==> config.mk <==
export PLATFORM = sky130hd
export DESIGN_NAME = fetch_unit
export DESIGN_NICKNAME = d
export VERILOG_FILES = /design/src/rtl/cpu_pkg.sv /design/src/rtl/fetch_skid_buf.sv /design/src/rtl/fetch_unit.sv
export SDC_FILE = /design/constraint.sdc
export NUM_CORES = 1
export LEC_CHECK = 0
export ABC_AREA = 0
export BUFFER_PORTS_ARGS = -buffer_cell sky130_fd_sc_hd__buf_4
export CAP_MARGIN = 0
export CORE_ASPECT_RATIO = 1.4
export CORE_MARGIN = 2
export CORE_UTILIZATION = 34
export CTS_CLUSTER_DIAMETER = 30
export DETAILED_ROUTE_END_ITERATION = 7
export GPL_ROUTABILITY_DRIVEN = 0
export SLEW_MARGIN = 0
export SYNTH_ARGS = -nofsm -noshare
export SYNTH_HDL_FRONTEND = slang
export SYNTH_SLANG_ARGS = --single-unit
export TNS_END_PERCENT = 10
==> constraint.sdc <==
create_clock -name clk -period 2.4 [get_ports clk]
set_input_delay 0.6 -clock clk [delete_from_list [all_inputs] [get_ports clk]]
set_output_delay 0.6 -clock clk [all_outputs]
set_load 0.01 [all_outputs]
==> src/rtl/cpu_pkg.sv <==
// cpu_pkg: shared instruction width, opcodes, NOP word and fetch state encoding
package cpu_pkg;
   localparam int INSTR_W = 16;
   localparam int OPC_W = 3;
   localparam logic [OPC_W-1:0] OP_LDD = 3'b001;
   localparam logic [OPC_W-1:0] OP_STD = 3'b010;
   localparam logic [OPC_W-1:0] OP_ADD = 3'b011;
   localparam logic [OPC_W-1:0] OP_NOT = 3'b100;
   localparam logic [OPC_W-1:0] OP_NOP = 3'b101;
   localparam logic [INSTR_W-1:0] NOP_WORD = {OP_NOP, {(INSTR_W-OPC_W){1'b0}}};
   typedef enum logic [1:0] {ISSUE, HOLD, DROP} fetch_state_e;
   function automatic logic [15:0] sat_add16(input logic [15:0] a, input logic [1:0] b);
      logic [16:0] s;
      s = {1'b0, a} + {15'b0, b};
      return s[16] ? 16'hFFFF : s[15:0];
   endfunction
endpackage

==> src/rtl/fetch_skid_buf.sv <==
// fetch_skid_buf: one-entry instruction+PC holding register with load/unload/clear
module fetch_skid_buf #(
   parameter int PC_W = 10,
   parameter int INSTR_W = 16
) (
   input  logic               clk,
   input  logic               rst_n,
   input  logic               load,
   input  logic               unload,
   input  logic               clear,
   input  logic [INSTR_W-1:0] in_instr,
   input  logic [PC_W-1:0]    in_pc,
   output logic               valid,
   output logic [INSTR_W-1:0] instr,
   output logic [PC_W-1:0]    pc
);
   always_ff @(posedge clk or negedge rst_n)
      if (!rst_n) begin
         valid <= 1'b0;
         instr <= '0;
         pc <= '0;
      end else begin
         valid <= clear || unload ? 1'b0 : load ? 1'b1 : valid;
         if (load && !clear) begin
            instr <= in_instr;
            pc <= in_pc;
         end
      end
endmodule

==> src/rtl/fetch_unit.sv <==
// fetch_unit: PC, instruction fetch over req/ack and the IF/ID register feeding decode.
// Define FETCH_PERF_CNT_EN to add the perf_fetched/perf_squashed saturating counters.
module fetch_unit #(
   parameter int PC_W = 10,
   parameter int INSTR_W = cpu_pkg::INSTR_W,
   parameter logic [PC_W-1:0] RESET_PC = '0
) (
   input  logic               clk,
   input  logic               rst_n,
   output logic               imem_req,
   output logic [PC_W-1:0]    imem_addr,
   input  logic               imem_ack,
   input  logic [INSTR_W-1:0] imem_rdata,
   input  logic               stall,
   input  logic               flush,
   input  logic               branch_taken,
   input  logic [PC_W-1:0]    branch_target,
   output logic [INSTR_W-1:0] if_id_instr,
   output logic [2:0]         if_id_opcode,
   output logic [PC_W-1:0]    if_id_pc,
   output logic               if_id_valid
`ifdef FETCH_PERF_CNT_EN
   ,
   output logic [15:0]        perf_fetched,
   output logic [15:0]        perf_squashed
`endif
);
   import cpu_pkg::*;
   localparam logic [INSTR_W-1:0] NOP = {OP_NOP, {(INSTR_W-OPC_W){1'b0}}};
   fetch_state_e state, state_nx;
   logic run, redirect, ack, take, load_mem, load_skid, skid_valid;
   logic [PC_W-1:0] pc, pc_nx, drop_addr, skid_pc;
   logic [INSTR_W-1:0] skid_instr, instr_nx;

   assign redirect = flush | branch_taken;
   // run keeps the request low until the first edge after reset release
   assign imem_req = run & (state != HOLD);
   assign imem_addr = state == DROP ? drop_addr : pc;
   assign ack = imem_req & imem_ack;

   always_ff @(posedge clk or negedge rst_n)
      if (!rst_n) state <= ISSUE;
      else state <= state_nx;

   always_comb
      state_nx = redirect ? (imem_req && !imem_ack ? DROP : ISSUE)
               : state == ISSUE ? (ack && stall ? HOLD : ISSUE)
               : state == HOLD ? (stall ? HOLD : ISSUE)
               : (ack ? ISSUE : DROP);

   always_comb begin
      take = !redirect && state == ISSUE && ack;
      load_mem = take && !stall;
      load_skid = !redirect && state == HOLD && !stall;
      pc_nx = redirect ? (branch_taken ? branch_target : pc) : take ? pc + PC_W'(1) : pc;
      instr_nx = redirect ? NOP : load_skid ? skid_instr : imem_rdata;
   end

   fetch_skid_buf #(.PC_W(PC_W), .INSTR_W(INSTR_W)) u_skid (
      .clk(clk),
      .rst_n(rst_n),
      .load(take && stall),
      .unload(load_skid),
      .clear(redirect),
      .in_instr(imem_rdata),
      .in_pc(pc),
      .valid(skid_valid),
      .instr(skid_instr),
      .pc(skid_pc)
   );

   always_ff @(posedge clk or negedge rst_n)
      if (!rst_n) begin
         run <= 1'b0;
         pc <= RESET_PC;
         drop_addr <= RESET_PC;
         if_id_instr <= NOP;
         if_id_opcode <= OP_NOP;
         if_id_pc <= '0;
         if_id_valid <= 1'b0;
      end else begin
         run <= 1'b1;
         pc <= pc_nx;
         if (redirect) drop_addr <= imem_addr;
         if (redirect || load_mem || load_skid) begin
            if_id_instr <= instr_nx;
            if_id_opcode <= instr_nx[INSTR_W-1 -: 3];
         end
         if (load_mem || load_skid) if_id_pc <= load_mem ? pc : skid_pc;
         if_id_valid <= !redirect && (load_mem || load_skid || (stall && if_id_valid));
      end

`ifdef FETCH_PERF_CNT_EN
   logic [1:0] squash_n;
   always_comb
      squash_n = redirect ? 2'(ack) + 2'(if_id_valid) + 2'(skid_valid) : 2'(state == DROP && ack);
   always_ff @(posedge clk or negedge rst_n)
      if (!rst_n) begin
         perf_fetched <= '0;
         perf_squashed <= '0;
      end else begin
         perf_fetched <= sat_add16(perf_fetched, 2'(load_mem || load_skid));
         perf_squashed <= sat_add16(perf_squashed, squash_n);
      end
`endif
endmodule

==> flow_summary.yaml <==
cts:
  cts_buffer_depth: 2
  worst_skew_pair.late_latency_ns: 0.33
  ctsResizeCount: 0
  cts_tree: "yes"
  clkSinkCount: 76
  path_clk_slew_ns: 0.05
  root_buffer: "clkbuf_16"
  htreeDepth: 3
  hold_buffers: 0
  cts_setup_buffers: 0
  numCtsBuffers: 9
synth:
  yosys-top-cells-area: "dfrtp_1 53%, mux2_2 12%, nor2_1 4.7%, mux2i_1 4.6%, a222oi_1 2.9%"
  ys.warnings.count: 0
  synth_nets: 347
  postSynthAreaPerCell_um2: 11.1
  synth_enable_flop_cells: 0
  synth.top_cell.area_share_pct: 53.2
  ys.flop_type: "dfrtp_1"
  synth-async-reset-ratio_pct: 100
  ys_types: 46
  syn_area_mm2: 0.00348
  synthCells: 314
  yosysTopAreaCell: "dfrtp_1"
  ys_ff_latch: 76
  seq_area_frac_synth_pct: 54.7
detailed_routing:
  dr.pass1.iters: 7
  drc_errors: 0
  vias_per_cell: 5.02
  totalWireLength_um: 8270
  wl_per_cell_um: 15.8
  via_count: 2632
  drt_iter0_drc: 109
  drt.antenna.violating_nets: 0
cells_and_area:
  syn_to_final_growth_pct: 28.3
  num_antenna_cells: 0
  mostFrequentLayoutCells: "83 x buf_4, 74 x dfrtp_1, 43 x nor2_1, 36 x mux2_2, 18 x nand3_1"
  finalNetCount: 419
  drive_gt1_share_pct: 36.8
  mostFrequentLayoutCell: "buf_4"
timing:
  finalHoldViolations: 0
  finalClockSkew_ns: 0.00548
  whs_ns: 0.225
  setup_viol: 0
  slew_violations: 0
  min_period_over_period_pct: 95.7
  setup_tns_ns: 0
  max_slew_margin_pct: 55.7
  rsz0062_at_grt: "no"
  max_freq_mhz: 435
  tightest_slew_ns: 0.659
  fin_crit_ns: 2.30
power:
  p_switching_uw: 932
  p_seq_share_pct: 46.9
  ir_drop_mv: 0.395
  combPwrFrac_pct: 17.8
  power_density_mw_per_mm2: 797
  p_leak_nw: 2.06
  switching_share_pct: 26.2
  intPower_mw: 2.63
  clkPwrFrac_pct: 35.3
die:
  fp.dieH_um: 124
  ioPinCount: 73
  die_x_um: 89.5
  fp-row-count: 43
  core_mm2: 0.00995
  initial_utilization_pct: 35.0
  die_area_mm2: 0.0111
global_routing:
  grt_use_total_pct: 15.9
  grt_pass1_wl_um: 13100
  grt_pass1_vias: 2728
  overflow: 0
  antenna_found_initial: 0
  grt_max_degree: 36
setup_path:
  required_ns: 1.80
  cp_max_fo: 10
  crit_type: "register to output pin"
  critPathCaptureType: "output pin"
  r2r_cells: 4
  r2r_start: "state[1]$_DFF_PN0_"
  cp.arrival_ns: 1.70
  r2r_setup_slack_ns: 0.69
  r2r_end: "if_id_instr[7]$_DFFE_PN0P_"
  startpoint_type: "register"
run:
  max-cap-violations: 0
place:
  dp_hpwl_um: 5880
  port_buffers: 72
worst_hold_path:
  min_path_type: "input port to asynchronous set/reset pin"
run_status:
  outcome: "complete, no violations"
per-stage QoR:
step	area, µm²	setup WS, ns	power [mW]	utilization [%]	instances
after floorplan	3480	0.360	2.01	-	314
after global placement	4190	0.342	2.31	42.1	510
after detailed placement	4190	0.305	2.34	42.1	510
after global routing	4470	0.0264	3.75	44.9	524
after CTS	4470	0.105	3.61	44.9	524
final	4470	0.103	3.56	44.9	524
cells in the mapped netlist (all sizes together) (3+ instances only):
cell type / number
dfrtp: 74
a222oi: 10
nand2: 10
o21ai: 18
nor3: 6
nand3: 19
clkbuf: 13
inv: 10
buf: 11
o22a: 3
nor2: 45
a21oi: 13
mux2: 36
mux2i: 16
flip-flops by register name, indices dropped and copies added (netlist names):
signal and flops:
run 1, if_id_valid 1, if_id_pc 10, drop_addr 10, u_skid.instr 16, state 2, u_skid.pc 10, if_id_instr 16
pc 10
layer usage:
layer	vias to the layer above	share of wire, %	track usage [%]	wire length (µm)
met5	-	0	0	0
met4	0	1.9	7.56	161
li1	1259	-	-	-
met1	1308	41	17.7	3420
met2	56	53	28.2	4420
met3	9	3.2	3.71	268
logic make-up after synthesis:
kind of cell	share of synthesized area, %
AOI/OAI and AO/OA	10.5
DFF	54.7
xor gates and xnor gates	0.252
adders and majority gates	0.359
buffers and inverters	4.67
muxes	16.2
other	0.108
and+or+nand+nor	13.2
power groups by stage:
stage | Combinational [mW] | Clock [mW] | Sequential [mW]
3_3_place_gp | 0.630 | 0 | 1.68
3_5_place_dp | 0.646 | 0 | 1.69
6_report | 0.635 | 1.26 | 1.67
4_1_cts | 0.648 | 1.29 | 1.67
5_1_grt | 0.710 | 1.34 | 1.69
2_1_floorplan | 0.363 | 0 | 1.65
worst max-delay path, cell delays in order (launching register included):
cell,delay [ns]
dfrtp_1,0.48
nor2b_1,0.17
buf_4,0.21
mux2_2,0.37
buf_4,0.15
final cells by class:
| type | count | area (µm²) |
|---|---|---|
| fill | 968 | 5490 |
| sequential | 76 | 1900 |
| multi-input combinational | 204 | 1420 |
| timing repair buffer | 85 | 663 |
| clock buffer | 12 | 267 |
| tap | 135 | 169 |
| inverter | 10 | 37.5 |
| clock inverter | 2 | 10.0 |
worst max-delay path by stage:
stage                       start                           end  slack, ns  cells after the start
2_1_floorplan  state[1]$_DFF_PN0_                  imem_addr[0]       0.36                      4
5_1_grt        state[1]$_DFF_PN0_                  imem_addr[8]       0.03                      4
3_5_place_dp         branch_taken    if_id_instr[6]$_DFFE_PN0P_       0.30                      6
4_1_cts        state[1]$_DFF_PN0_                  imem_addr[8]       0.10                      4
6_report       state[1]$_DFF_PN0_                  imem_addr[8]       0.10                      4
3_3_place_gp         branch_taken  u_skid.instr[11]$_DFFE_PN0P_       0.34                      7
Power figures use the tool's default switching activity.
